<file path="config.mk">
export PLATFORM = sky130hd
export DESIGN_NAME = x_corr_src
export DESIGN_NICKNAME = d
export VERILOG_FILES = /design/src/rtl/x_corr_src_pkg.sv /design/src/rtl/x_corr_src_buf.sv /design/src/rtl/x_corr_src.sv
export SDC_FILE = /design/constraint.sdc
export NUM_CORES = 1
export LEC_CHECK = 0
export CORE_MARGIN = 5
export CORE_UTILIZATION = 40
export CTS_BUF_LIST = sky130_fd_sc_hd__clkbuf_4
export DETAILED_ROUTE_END_ITERATION = 10
export GPL_TIMING_DRIVEN = 0
export PLACE_DENSITY = 0.61
export SETUP_SLACK_MARGIN = 0.15
export SYNTH_ARGS = -nofsm -noshare
export SYNTH_HDL_FRONTEND = slang
export SYNTH_SLANG_ARGS = --single-unit
</file>
<file path="constraint.sdc">
create_clock -name clk -period 5.5 [get_ports clk]
set_input_delay 1.65 -clock clk [delete_from_list [all_inputs] [get_ports clk]]
set_output_delay 1.65 -clock clk [all_outputs]
set_load 0.005 [all_outputs]
</file>
<file path="src/rtl/x_corr_src_pkg.sv">
// Shared definitions for the cross-correlator sample source: FSM encoding,
// buffer select values and a small width helper.
package x_corr_src_pkg;

   typedef enum logic {
      ST_IDLE   = 1'b0,
      ST_STREAM = 1'b1
   } state_t;

   localparam logic SEL_X = 1'b0;
   localparam logic SEL_Y = 1'b1;

   function automatic int max_int(input int a, input int b);
      return (a > b) ? a : b;
   endfunction

endpackage

</file>
<file path="src/rtl/x_corr_src_buf.sv">
// Length-deep complex sample register file: one write port, one
// combinational read port. Contents are intentionally not reset.
module x_corr_src_buf #(
   parameter int depth  = 5,
   parameter int aw     = 3,
   parameter int i_bits = 12,
   parameter int q_bits = 12
) (
   input  logic              clk,
   input  logic              i_wr_en,
   input  logic [aw-1:0]     i_wr_addr,
   input  logic [i_bits-1:0] i_wr_i,
   input  logic [q_bits-1:0] i_wr_q,
   input  logic [aw-1:0]     i_rd_addr,
   output logic [i_bits-1:0] o_rd_i,
   output logic [q_bits-1:0] o_rd_q
);

   logic [i_bits-1:0] r_mem_i [depth];
   logic [q_bits-1:0] r_mem_q [depth];

   always_ff @(posedge clk) begin
      if (i_wr_en && (i_wr_addr < aw'(depth))) begin
         r_mem_i[i_wr_addr] <= i_wr_i;
         r_mem_q[i_wr_addr] <= i_wr_q;
      end
   end

   assign o_rd_i = (i_rd_addr < aw'(depth)) ? r_mem_i[i_rd_addr] : '0;
   assign o_rd_q = (i_rd_addr < aw'(depth)) ? r_mem_q[i_rd_addr] : '0;

endmodule

</file>
<file path="src/rtl/x_corr_src.sv">
// Streams every circular lag of the received block y against the reference
// block x into the correlator, one registered sample per handshake.
//
// state     | meaning
// ST_IDLE   | buffers writable, waiting for start
// ST_STREAM | sweeping (k,s); output register holds the current sample
module x_corr_src
   import x_corr_src_pkg::*;
#(
   parameter int xi_bits             = 12,
   parameter int xq_bits             = 12,
   parameter int yi_bits             = 12,
   parameter int yq_bits             = 12,
   parameter int length              = 5,
   parameter int length_counter_bits = 3
) (
   input  logic                                  clk,
   input  logic                                  rst,
   input  logic                                  wr_en,
   input  logic                                  wr_sel,
   input  logic [length_counter_bits-1:0]        wr_addr,
   input  logic [max_int(xi_bits, yi_bits)-1:0]  wr_i,
   input  logic [max_int(xq_bits, yq_bits)-1:0]  wr_q,
   input  logic                                  start,
   output logic [xi_bits-1:0]                    xi,
   output logic [xq_bits-1:0]                    xq,
   output logic [yi_bits-1:0]                    yi,
   output logic [yq_bits-1:0]                    yq,
   output logic                                  m_axis_tvalid,
   input  logic                                  s_axis_tready,
   output logic                                  sample_last,
   output logic [length_counter_bits-1:0]        shift,
   output logic                                  busy,
   output logic                                  done
);

   localparam int              CB     = length_counter_bits;
   localparam logic [CB-1:0]   K_LAST = CB'(length - 1);
   localparam logic [CB:0]     LEN_W  = (CB + 1)'(length);

   state_t              r_state;
   logic [CB-1:0]       r_k, r_s;
   logic [xi_bits-1:0]  r_xi;
   logic [xq_bits-1:0]  r_xq;
   logic [yi_bits-1:0]  r_yi;
   logic [yq_bits-1:0]  r_yq;
   logic                r_valid, r_last, r_done;

   logic                w_idle, w_hs, w_is_last;
   logic                w_wr_ok, w_wr_x, w_wr_y;
   logic [CB-1:0]       w_k_nxt, w_s_nxt, w_y_addr;
   logic [CB:0]         w_sum;
   logic [xi_bits-1:0]  w_xbuf_i, w_x_i;
   logic [xq_bits-1:0]  w_xbuf_q, w_x_q;
   logic [yi_bits-1:0]  w_ybuf_i, w_y_i;
   logic [yq_bits-1:0]  w_ybuf_q, w_y_q;

   assign w_idle    = (r_state == ST_IDLE);
   assign w_hs      = r_valid & s_axis_tready;
   assign w_is_last = (r_k == K_LAST) && (r_s == K_LAST);

   assign w_wr_ok = wr_en && w_idle && (wr_addr < CB'(length));
   assign w_wr_x  = w_wr_ok && (wr_sel == SEL_X);
   assign w_wr_y  = w_wr_ok && (wr_sel == SEL_Y);

   // Address of the sample the output register will load next; (0,0) from IDLE.
   always_comb begin
      w_k_nxt = '0;
      w_s_nxt = '0;
      if (!w_idle) begin
         if (r_k == K_LAST) begin
            w_s_nxt = r_s + 1'b1;
         end else begin
            w_k_nxt = r_k + 1'b1;
            w_s_nxt = r_s;
         end
      end
   end

   assign w_sum    = {1'b0, w_k_nxt} + {1'b0, w_s_nxt};
   assign w_y_addr = (w_sum >= LEN_W) ? CB'(w_sum - LEN_W) : CB'(w_sum);

   x_corr_src_buf #(
      .depth(length), .aw(CB), .i_bits(xi_bits), .q_bits(xq_bits)
   ) u_buf_x (
      .clk      (clk),
      .i_wr_en  (w_wr_x),
      .i_wr_addr(wr_addr),
      .i_wr_i   (wr_i[xi_bits-1:0]),
      .i_wr_q   (wr_q[xq_bits-1:0]),
      .i_rd_addr(w_k_nxt),
      .o_rd_i   (w_xbuf_i),
      .o_rd_q   (w_xbuf_q)
   );

   x_corr_src_buf #(
      .depth(length), .aw(CB), .i_bits(yi_bits), .q_bits(yq_bits)
   ) u_buf_y (
      .clk      (clk),
      .i_wr_en  (w_wr_y),
      .i_wr_addr(wr_addr),
      .i_wr_i   (wr_i[yi_bits-1:0]),
      .i_wr_q   (wr_q[yq_bits-1:0]),
      .i_rd_addr(w_y_addr),
      .o_rd_i   (w_ybuf_i),
      .o_rd_q   (w_ybuf_q)
   );

   // Forward a write landing on the same edge as start so the first sample sees it.
   assign w_x_i = (w_wr_x && (wr_addr == w_k_nxt))  ? wr_i[xi_bits-1:0] : w_xbuf_i;
   assign w_x_q = (w_wr_x && (wr_addr == w_k_nxt))  ? wr_q[xq_bits-1:0] : w_xbuf_q;
   assign w_y_i = (w_wr_y && (wr_addr == w_y_addr)) ? wr_i[yi_bits-1:0] : w_ybuf_i;
   assign w_y_q = (w_wr_y && (wr_addr == w_y_addr)) ? wr_q[yq_bits-1:0] : w_ybuf_q;

   always_ff @(posedge clk) begin
      if (rst) begin
         r_state <= ST_IDLE;
         r_k     <= '0;
         r_s     <= '0;
         r_xi    <= '0;
         r_xq    <= '0;
         r_yi    <= '0;
         r_yq    <= '0;
         r_valid <= 1'b0;
         r_last  <= 1'b0;
         r_done  <= 1'b0;
      end else begin
         r_done <= 1'b0;
         case (r_state)
            ST_IDLE: begin
               if (start) begin
                  r_state <= ST_STREAM;
                  r_k     <= '0;
                  r_s     <= '0;
                  r_xi    <= w_x_i;
                  r_xq    <= w_x_q;
                  r_yi    <= w_y_i;
                  r_yq    <= w_y_q;
                  r_valid <= 1'b1;
                  r_last  <= (K_LAST == '0);
               end
            end
            ST_STREAM: begin
               if (w_hs) begin
                  if (w_is_last) begin
                     r_state <= ST_IDLE;
                     r_k     <= '0;
                     r_s     <= '0;
                     r_valid <= 1'b0;
                     r_last  <= 1'b0;
                     r_done  <= 1'b1;
                  end else begin
                     r_k     <= w_k_nxt;
                     r_s     <= w_s_nxt;
                     r_xi    <= w_x_i;
                     r_xq    <= w_x_q;
                     r_yi    <= w_y_i;
                     r_yq    <= w_y_q;
                     r_last  <= (w_k_nxt == K_LAST);
                  end
               end
            end
         endcase
      end
   end

   assign xi            = r_xi;
   assign xq            = r_xq;
   assign yi            = r_yi;
   assign yq            = r_yq;
   assign m_axis_tvalid = r_valid;
   assign sample_last   = r_last;
   assign shift         = r_s;
   assign busy          = (r_state == ST_STREAM);
   assign done          = r_done;

endmodule

</file>
==> results.md <==
* Antenna-violating nets left at 0
* # nets final at 1,105
* Combinational fraction of design power at 8.8%
* Design Area, Final at 15,700 um2
* Cell area after synthesis at 13,000 um2
* HP Class: register to register
* Warning count from the yosys run at 0
* Fillers at 2,910
* Cells taking the most area after synthesis: edfxtp_1, dfxtp_1, mux4_2, mux2i_1, a21oi_1
* Maximum VDD drop at 0.182 mV
* Crit. End Element: register
* Period utilization at 92.9%
* Commonest cells post-synth: edfxtp_1, nor2_1, clkbuf_1, dfxtp_1, a21oi_1
* Seq/Total Area, Yosys at 64.5%
* Fmax at 196 MHz
* Max H-tree Level at 3
* Effective utilization at floorplan at 40.2%
* Clock skew at 34.5 ps
* Port Buf Inserts at 84
* Register bit total from synthesis at 298
* Die area at 36,100 um2
* Int Pwr at 3850 uW
* RSZ-0062 raised after global routing: no
* Die height at 190 um
* Setup TNS Final at 0 ps
* R2r worst-path depth at 20
* Clock latency on the worst-skew pair at 690 ps
* Maximum root-to-sink buffer count at 3
* Footprint of the multi-input gates at 4370 um2
* Syn nets at 926
* R2R Path Start: r_k[0]$_SDFFE_PP0P_
* CTS root buffer: clkbuf_4
* Worst-path clk slew at 60 ps
* Pwr Density at 319 nW/um2
* Hold_buf cts at 0
* Clock tree from TritonCTS: built
* Post-Syn Instances at 883
* Initial antenna violation count at 1
* First drt pass iteration count at 5
* IO Count at 88
* RR Endpoint: yq[1]$_SDFFE_PP0P_
* Top-count cell post-synth: edfxtp_1
* Cell taking the most area after synthesis: edfxtp_1
* # DRC at 0
* Count of cell types in the netlist at 48
* Syn avg cell area at 14.7 um2
* TritonCTS buffer count at 78
* Worst hold path depth at 2
* GR Overflow Total at 0
* Via count at 8,752
* Sw Pwr at 1160 uW
* Setup violators final at 0
* Clk pwr share at 40.9%
* R2R Setup Slk at 390 ps
* Final Core Density at 48.6%
* Seq. cell area at 8370 um2
* Seq pwr share at 50.2%
* Vias per cell at 5.59
* Width of the die at 190 um
* Layout cells sized above 1 at 22.5%
* Main synth FF type: edfxtp_1
* Worst Setup Start Kind: register
* DP Area at 14,500 um2
* Critical path class: register to register
* Pins Over Slew Limit at 0
* DRT Wirelength at 33,700 um
* Net switching fraction of the power at 23.2%
* Worst slew margin at 18.3%
* CTS Sinks at 298
* Ys async rst share at 0%
* Total power at 5010 uW
* Initial DRC Count at 707
* Largest net degree at the start of global routing at 26
* Vias in the first global route at 8,962
* CP Max Fanout at 10
* Routed wire per std cell at 21.5 um
* Status: finished, final reports clean
* Half-perimeter wire length after placement at 22,600 um
* WHS Endpoint: xq[6]$_SDFFE_PP0P_
* Worst Path Required at 6040 ps
* Site row count at 66
* Worst Tran Pin Value at 1220 ps
* Synthesis-to-layout area growth at 21.0%
* Critical Path AT at 5660 ps
* Worst hold start: xq[6]$_SDFFE_PP0P_
* Cell leakage power at 0.00532 uW
* Post-route minimum period at 5110 ps
* First-pass GRT wire length at 51,500 um
* Post-synth EDFFs at 240
* Share of the synthesized area in the top cell type at 55.5%
* Final GP Congestion at 0.809
* Maxcap violations at 0
* GRT Total Usage at 18.5%
* CORE AREA at 32,300 um2
* Final Hold Fails at 0
[stage by stage]
step | setup WS [ps] | std cells | hold WS (ps)
floorplan | 415 | 883 | 453
global placement | -2230 | 1409 | 447
detailed placement | -1120 | 1421 | 447
CTS | 157 | 1562 | 458
global route | 200 | 1565 | 471
finish | 388 | 1565 | 457
[placed cells by master, fill, tap and decap left out, types with 9 or more instances in the layout]
cell / count
a2111oi_0: 21
o211ai_1: 24
edfxtp_1: 240
nand4b_1: 23
inv_1: 11
clkinv_1: 9
mux2_2: 24
mux2i_1: 49
clkbuf_1: 54
o221ai_1: 24
o31ai_1: 24
a22oi_1: 25
nand2_1: 34
clkbuf_4: 126
ha_1: 9
nor2_1: 62
mux4_2: 47
a21oi_1: 57
dfxtp_1: 57
clkdlybuf4s50_1: 84
buf_4: 12
buf_2: 9
[power groups by stage]
stage | registers (uW) | clock network, uW | logic [uW]
global route | 2520 | 2220 | 480
detailed placement | 2570 | 0 | 440
floorplan | 2560 | 0 | 227
CTS | 2520 | 2100 | 445
global placement | 2570 | 0 | 429
finish | 2520 | 2050 | 444
[logic make-up after synthesis]
| logic type | Yosys count | synth area share (%) |
|---|---|---|
| flip-flops | 298 | 64.5 |
| AO/OA/AOI/OAI | 193 | 10.5 |
| AND/OR/NAND/NOR | 168 | 6.70 |
| multiplexers | 121 | 14.1 |
| buffers and inverters | 85 | 2.60 |
| adder cells (fa/ha/maj) | 10 | 1.02 |
| XOR/XNOR | 8 | 0.598 |
[registers in the layout, indices dropped and copies added, names as in the netlist, 3 cells and up]
register	count
u_buf_x.r_mem_i	60
u_buf_x.r_mem_q	60
u_buf_y.r_mem_i	60
u_buf_y.r_mem_q	60
xi	12
xq	12
yi	12
yq	12
r_k	3
shift	3
[area by class of cell]
class | instances | area share [%]
inverters | 12 | 0.287
flip-flops and latches | 298 | 53.3
diodes | 1 | 0.0159
plain buffers | 72 | 1.91
well taps | 442 | 3.52
repair buffers | 100 | 6.31
multi-input cells | 500 | 27.8
clock buffers | 124 | 5.93
clock inverters | 16 | 0.908
[how the worst max path moves through the flow]
stage                        startpoint                               to  slack, ps  depth (start not counted)
finish              r_k[0]$_SDFFE_PP0P_               yq[1]$_SDFFE_PP0P_        390                         20
global route        r_k[0]$_SDFFE_PP0P_               yq[3]$_SDFFE_PP0P_        200                         20
CTS                 r_k[0]$_SDFFE_PP0P_               yq[3]$_SDFFE_PP0P_        160                         19
detailed placement  r_k[0]$_SDFFE_PP0P_               yq[3]$_SDFFE_PP0P_      -1120                         20
global placement                  wr_en  u_buf_y.r_mem_q[0][5]$_DFFE_PP_      -2230                          4
floorplan           r_k[0]$_SDFFE_PP0P_               yi[4]$_SDFFE_PP0P_        420                         20
[worst max-delay path, cell delays in order (launching register included)]
cell	delay, ps
dfxtp_2	380
inv_1	60
ha_1	230
and2_1	160
clkbuf_2	180
xnor2_1	150
and2_1	180
ha_1	230
fa_1	550
clkbuf_4	240
inv_1	120
ha_1	250
nand2b_1	180
a221oi_4	330
mux2i_4	350
xnor2_1	150
or4_1	550
clkbuf_1	190
buf_2	230
nand4b_1	160
o31ai_1	90
[routing by layer]
metal	vias to the layer above	GRT usage (%)	wire length (um)
met4	0	6.48	698
met1	4373	25.1	14400
met5	-	0	0
met2	357	29.9	16200
li1	3961	-	-
met3	61	3.63	2420
[timing repair]
item,in CTS,in global routing
hold endpoints to repair,0,0
endpoints found under the setup margin,24,24
cloned,0,0
pin swaps,2,1
setup buffers,2,2
resized for setup,8,12
(Power assumes the default switching activity.)
==> RTL edit 1: new RTL, same settings <==
Change the parameter `xq_bits` from 12 to 14.
--- a/src/rtl/x_corr_src.sv
+++ b/src/rtl/x_corr_src.sv
@@ -8,7 +8,7 @@
    import x_corr_src_pkg::*;
 #(
    parameter int xi_bits             = 12,
-   parameter int xq_bits             = 12,
+   parameter int xq_bits             = 14,
    parameter int yi_bits             = 12,
    parameter int yq_bits             = 12,
    parameter int length              = 5,
Ports: changed (resized wr_q and xq); port bits go from 88 to 92. The function was not compared with the original's and may differ.
==> RTL edit 1 against the unedited design <==
Critical path depth fell by 2; setup slack improved by 0.048 ns; synthesized area is 3.0% higher; cell area grew 3.5%; routed wire length increased by 7.1%; die area up 2.8%; sequential power is 4% higher; sequential cell count rose by 12; critical endpoint is now yi[11]$_SDFFE_PP0P_; largest power group unchanged; global-route usage rose by 1.1 points; total power is 6.2% higher.
==> RTL edit 1: results (changes against the unedited design) <==
yosys:
  synth_common_cells: "250 x edfxtp_1, 127 x nand2_1, 71 x nor2_1, 62 x nand3_1"  # was 240 x edfxtp_1, 65 x nor2_1, 59 x clkbuf_1, 58 x dfxtp_1, 57 x a21oi_1
  yosysUniqueCellTypes: 51  # was 48
  avgSynthCellArea_um2: 12.7  # was 14.7 um^2
  synth_top_family_by_area: "compound AO/OA/AOI/OAI gates"  # was multiplexers
  synth.area.mux_share_pct: 5.28  # was 14.1%
  synth-xor-area-share_pct: 0.562  # was 0.598%
  synth-compound-area-share_pct: 14.9  # was 10.5%
  synth_area_leaders: "edfxtp_1 56%, dfxtp_1 9.0%, nand2_1 3.6%"  # was edfxtp_1 56%, dfxtp_1 8.9%, mux4_2 8.2%
  synth_edf_count: 250  # was 240
status:
  status: "finished, final reports clean"  # unchanged
global_routing:
  antenna_found_initial: 2  # was 1
  grtUsageMet3_pct: 4.45  # was 3.63%
  grt_usage_pct: 19.6  # was 18.5%
  grt_pass1_vias: 9634  # was 8962
place:
  place_inst: 1604  # was 1421
  postPlaceCellArea_mm2: 0.0150  # was 0.0145 mm^2
  io_buffer_count: 87  # was 84
pwr:
  power_frac_seq_pct: 49.0  # was 50.2%
  p_sw_mw: 1.21  # was 1.16 mW
  pg_comb_mw: 0.469  # was 0.444 mW
critical_path:
  rr_worst_depth: 18  # was 20
clock_network:
  cts_made_buffers: 83  # was 78
finish:
  stdcell_count: 1759  # was 1565
  drive_gt1_share_pct: 18.9  # was 22.5%
timing:
  relSlewSlack_pct: 34.8  # was 18.3%
RTL edit 1: worst paths after layout:
kind | to | start
max reg2reg | yi[11]$_SDFFE_PP0P_ | r_k[0]$_SDFFE_PP0P_
min reg2reg | xi[9]$_SDFFE_PP0P_ | xi[9]$_SDFFE_PP0P_
max | yi[11]$_SDFFE_PP0P_ | r_k[0]$_SDFFE_PP0P_
min | xi[9]$_SDFFE_PP0P_ | xi[9]$_SDFFE_PP0P_
RTL edit 1: worst max-delay path: stages (launching register included):
cell and delay, ns:
dfxtp_1 0.33, inv_1 0.09, ha_1 0.19, nand2_1 0.09
nand3_2 0.23, inv_1 0.14, buf_2 0.23, ha_1 0.26
fa_1 0.64, buf_4 0.35, inv_1 0.14, ha_1 0.21
nand2b_1 0.17, a221oi_4 0.42, mux2_2 0.49, buf_2 0.24
a221o_1 0.38, a22oi_1 0.25, a221oi_2 0.09
RTL edit 1: area by class of cell:
type                       count  area [um^2]
tap                          448          561
multi-input combinational    634         4290
antenna                        2         5.00
buffer                        76          332
fill                        2964        17000
sequential                   310         8710
clock inverter                13          154
timing repair buffer         101         1020
inverter                      35          131
clock buffer                 140         1050
RTL edit 1: routing by layer:
| metal | vias up | share of wire [%] |
|---|---|---|
| met5 | - | 0 |
| met4 | 0 | 1.4 |
| met3 | 37 | 6.4 |
| met2 | 332 | 47 |
| met1 | 4676 | 45 |
| li1 | 4418 | - |
RTL edit 1: what timing repair did:
| item | 4_1_cts | 5_1_grt |
|---|---|---|
| endpoints found under the setup margin | 24 | 24 |
| setup buffers | 0 | 1 |
| pin swaps | 0 | 1 |
| resized for setup | 7 | 8 |
==> RTL edit 2: new RTL, same flow settings <==
Without the edit above. Reset style: asynchronous (`rst`), changed in one clocked block.
--- a/src/rtl/x_corr_src.sv
+++ b/src/rtl/x_corr_src.sv
@@ -112,7 +112,7 @@
    assign w_y_i = (w_wr_y && (wr_addr == w_y_addr)) ? wr_i[yi_bits-1:0] : w_ybuf_i;
    assign w_y_q = (w_wr_y && (wr_addr == w_y_addr)) ? wr_q[yq_bits-1:0] : w_ybuf_q;
 
-   always_ff @(posedge clk) begin
+   always_ff @(posedge clk or posedge rst) begin
       if (rst) begin
          r_state <= ST_IDLE;
          r_k     <= '0;
Function: differs if rst is asserted again (counterexample within 4 cycles, from zero or initial values and one cycle with rst high); with rst held inactive, the same outputs for 4 cycles.
==> RTL edit 2 against the unedited design <==
Global-route usage up 2.5 points; count of clock-buffer cells in the layout down 1; synthesized area up 5.7%; via count up 15%; sequential share of layout area down 0.93 points; clock skew up 0.027 ns; cell area up 5.3%; first-iteration DRC count up 15%; routed wire length up 21%; sequential cell count unchanged; setup slack better by 0.058 ns; highest routed layer unchanged.
Power is not compared: it rests on default switching activity, and its combinational part moved more than twofold at a synthesized area within 25%.
==> RTL edit 2: results (changes against the unedited design) <==
status:
  status: "finished, final reports clean"  # unchanged
clock_network:
  clock_latency_ns: 0.76  # was 0.69 ns
  cts_made_buffers: 79  # was 78
  h-tree-depth: 3  # unchanged
  root_buffer: "clkbuf_4"  # unchanged
  cts_buffer_depth: 3  # unchanged
  postCtsResizedCells: 17  # was 8
  cts.clk_slew.worst_paths_ns: 0.06  # about the same
hold_path:
  hp-start: "xi[2]$_DFFE_PP0P_"  # was xq[6]$_SDFFE_PP0P_
  whs_path_depth: 2  # unchanged
  whs_endpoint: "xi[2]$_DFFE_PP0P_"  # was xq[6]$_SDFFE_PP0P_
timing:
  skew_ns: 0.0620  # was 0.0345 ns
  tightest_slew_ns: 1.33  # was 1.22 ns
  period_share_pct: 91.9  # was 92.9%
global_routing:
  grt_usage_pct: 21.0  # was 18.5%
  grt_pass1_wl_um: 61800  # was 51500 um
  grt_max_degree: 44  # was 26
  antenna_found_initial: 1  # unchanged
finish:
  drive_gt1_share_pct: 20.0  # was 22.5%
  fin_nets: 1281  # was 1105
critical_path:
  rrSetupSlack_ns: 0.45  # was 0.39 ns
  cp_max_fo: 11  # was 10
  rr_worst_depth: 19  # was 20
  r2r_start: "r_k[0]$_DFFE_PP0P_"  # was r_k[0]$_SDFFE_PP0P_
  cp.arrival_ns: 5.69  # was 5.66 ns
  reg2reg_to: "yq[9]$_DFFE_PP0P_"  # was yq[1]$_SDFFE_PP0P_
place:
  post-place-ws_ns: -0.836  # was -1.12 ns
  io_buffer_count: 87  # was 84
  place_hpwl_um: 27300  # was 22600 um
  place.gp.congestion: 0.859  # was 0.809
pwr:
  irDropWorstVdd_uv: 380
  p_sw_mw: 5.03
  p_leak_nw: 5.96
  pg_clk_mw: 2.01
detailed_routing:
  viasPerCell: 5.75  # was 5.59
  avgRoutedWirePerCell_um: 23.3  # was 21.5 um
  first_iter_violations: 815  # was 707
yosys:
  syn-num-nets: 1093  # was 926
  async_reset_ff_share_pct: 19.5  # was 0%
  ys_seq_area_share_pct: 63.1  # was 64.5%
  synth_area_leaders: "edfxtp_1 53%, dfrtp_1 11%, nand2_1 4.4%"  # was edfxtp_1 56%, dfxtp_1 8.9%, mux4_2 8.2%
  synth_edf_count: 240  # unchanged
  synth_common_cells: "240 x edfxtp_1, 162 x nand2_1, 62 x a21oi_1, 58 x dfrtp_1, 57 x mux2i_1"  # was 240 x edfxtp_1, 65 x nor2_1, 59 x clkbuf_1, 58 x dfxtp_1, 57 x a21oi_1
  yosysUniqueCellTypes: 69  # was 48
[RTL edit 2: worst max-delay path, cell delays in order (launching register included)]
cell	delay (ns)
dfrtp_1	0.44
inv_1	0.09
ha_1	0.24
and2_1	0.14
clkbuf_2	0.16
xnor2_1	0.15
and2_1	0.16
ha_1	0.26
fa_1	0.56
clkbuf_2	0.23
clkinv_2	0.19
clkbuf_4	0.28
ha_1	0.31
and2b_2	0.27
o22ai_4	0.33
buf_2	0.38
nor3_1	0.10
a221o_1	0.27
o22ai_1	0.27
o221ai_2	0.13
[RTL edit 2: cell type report]
type / count / area (um^2)
inverter: 18 / 73.8
multi-input combinational: 658 / 4730
timing repair buffer: 108 / 1100
sequential: 298 / 8660
clock buffer: 123 / 923
buffer: 75 / 357
antenna: 1 / 2.50
fill: 3074 / 17200
tap: 448 / 561
clock inverter: 22 / 130
[RTL edit 2: layer usage]
metal  wire length [um]  global-route usage, %
met2              19400                   34.1
met5                  0                      0
met3               2970                   4.93
met1              17100                   27.4
met4               1220                   8.43
[RTL edit 2: kinds of logic after synthesis]
logic type / after synthesis / synth area share (%)
buf+inv: 94 / 2.87
xor+xnor: 8 / 0.730
mux: 83 / 8.27
compound gates: 277 / 15.1
simple gates: 280 / 8.89
flops: 298 / 63.1
fa+ha+maj: 10 / 0.967
[RTL edit 2: metrics by stage]
| step | total power, mW | hold slack, ns | cells | cell area, um^2 | util (%) |
|---|---|---|---|---|---|
| final | 11.4 | 0.487 | 1751 | 16500 | 49.1 |
| after global routing | 12.1 | 0.511 | 1751 | 16500 | 49.1 |
| after CTS | 11.3 | 0.488 | 1749 | 16500 | 48.9 |
| after detailed placement | 9.18 | 0.474 | 1602 | 15400 | 45.7 |
| after global placement | 9.10 | 0.465 | 1585 | 15100 | 44.9 |
| after floorplan | 7.11 | 0.473 | 1050 | 13700 | - |
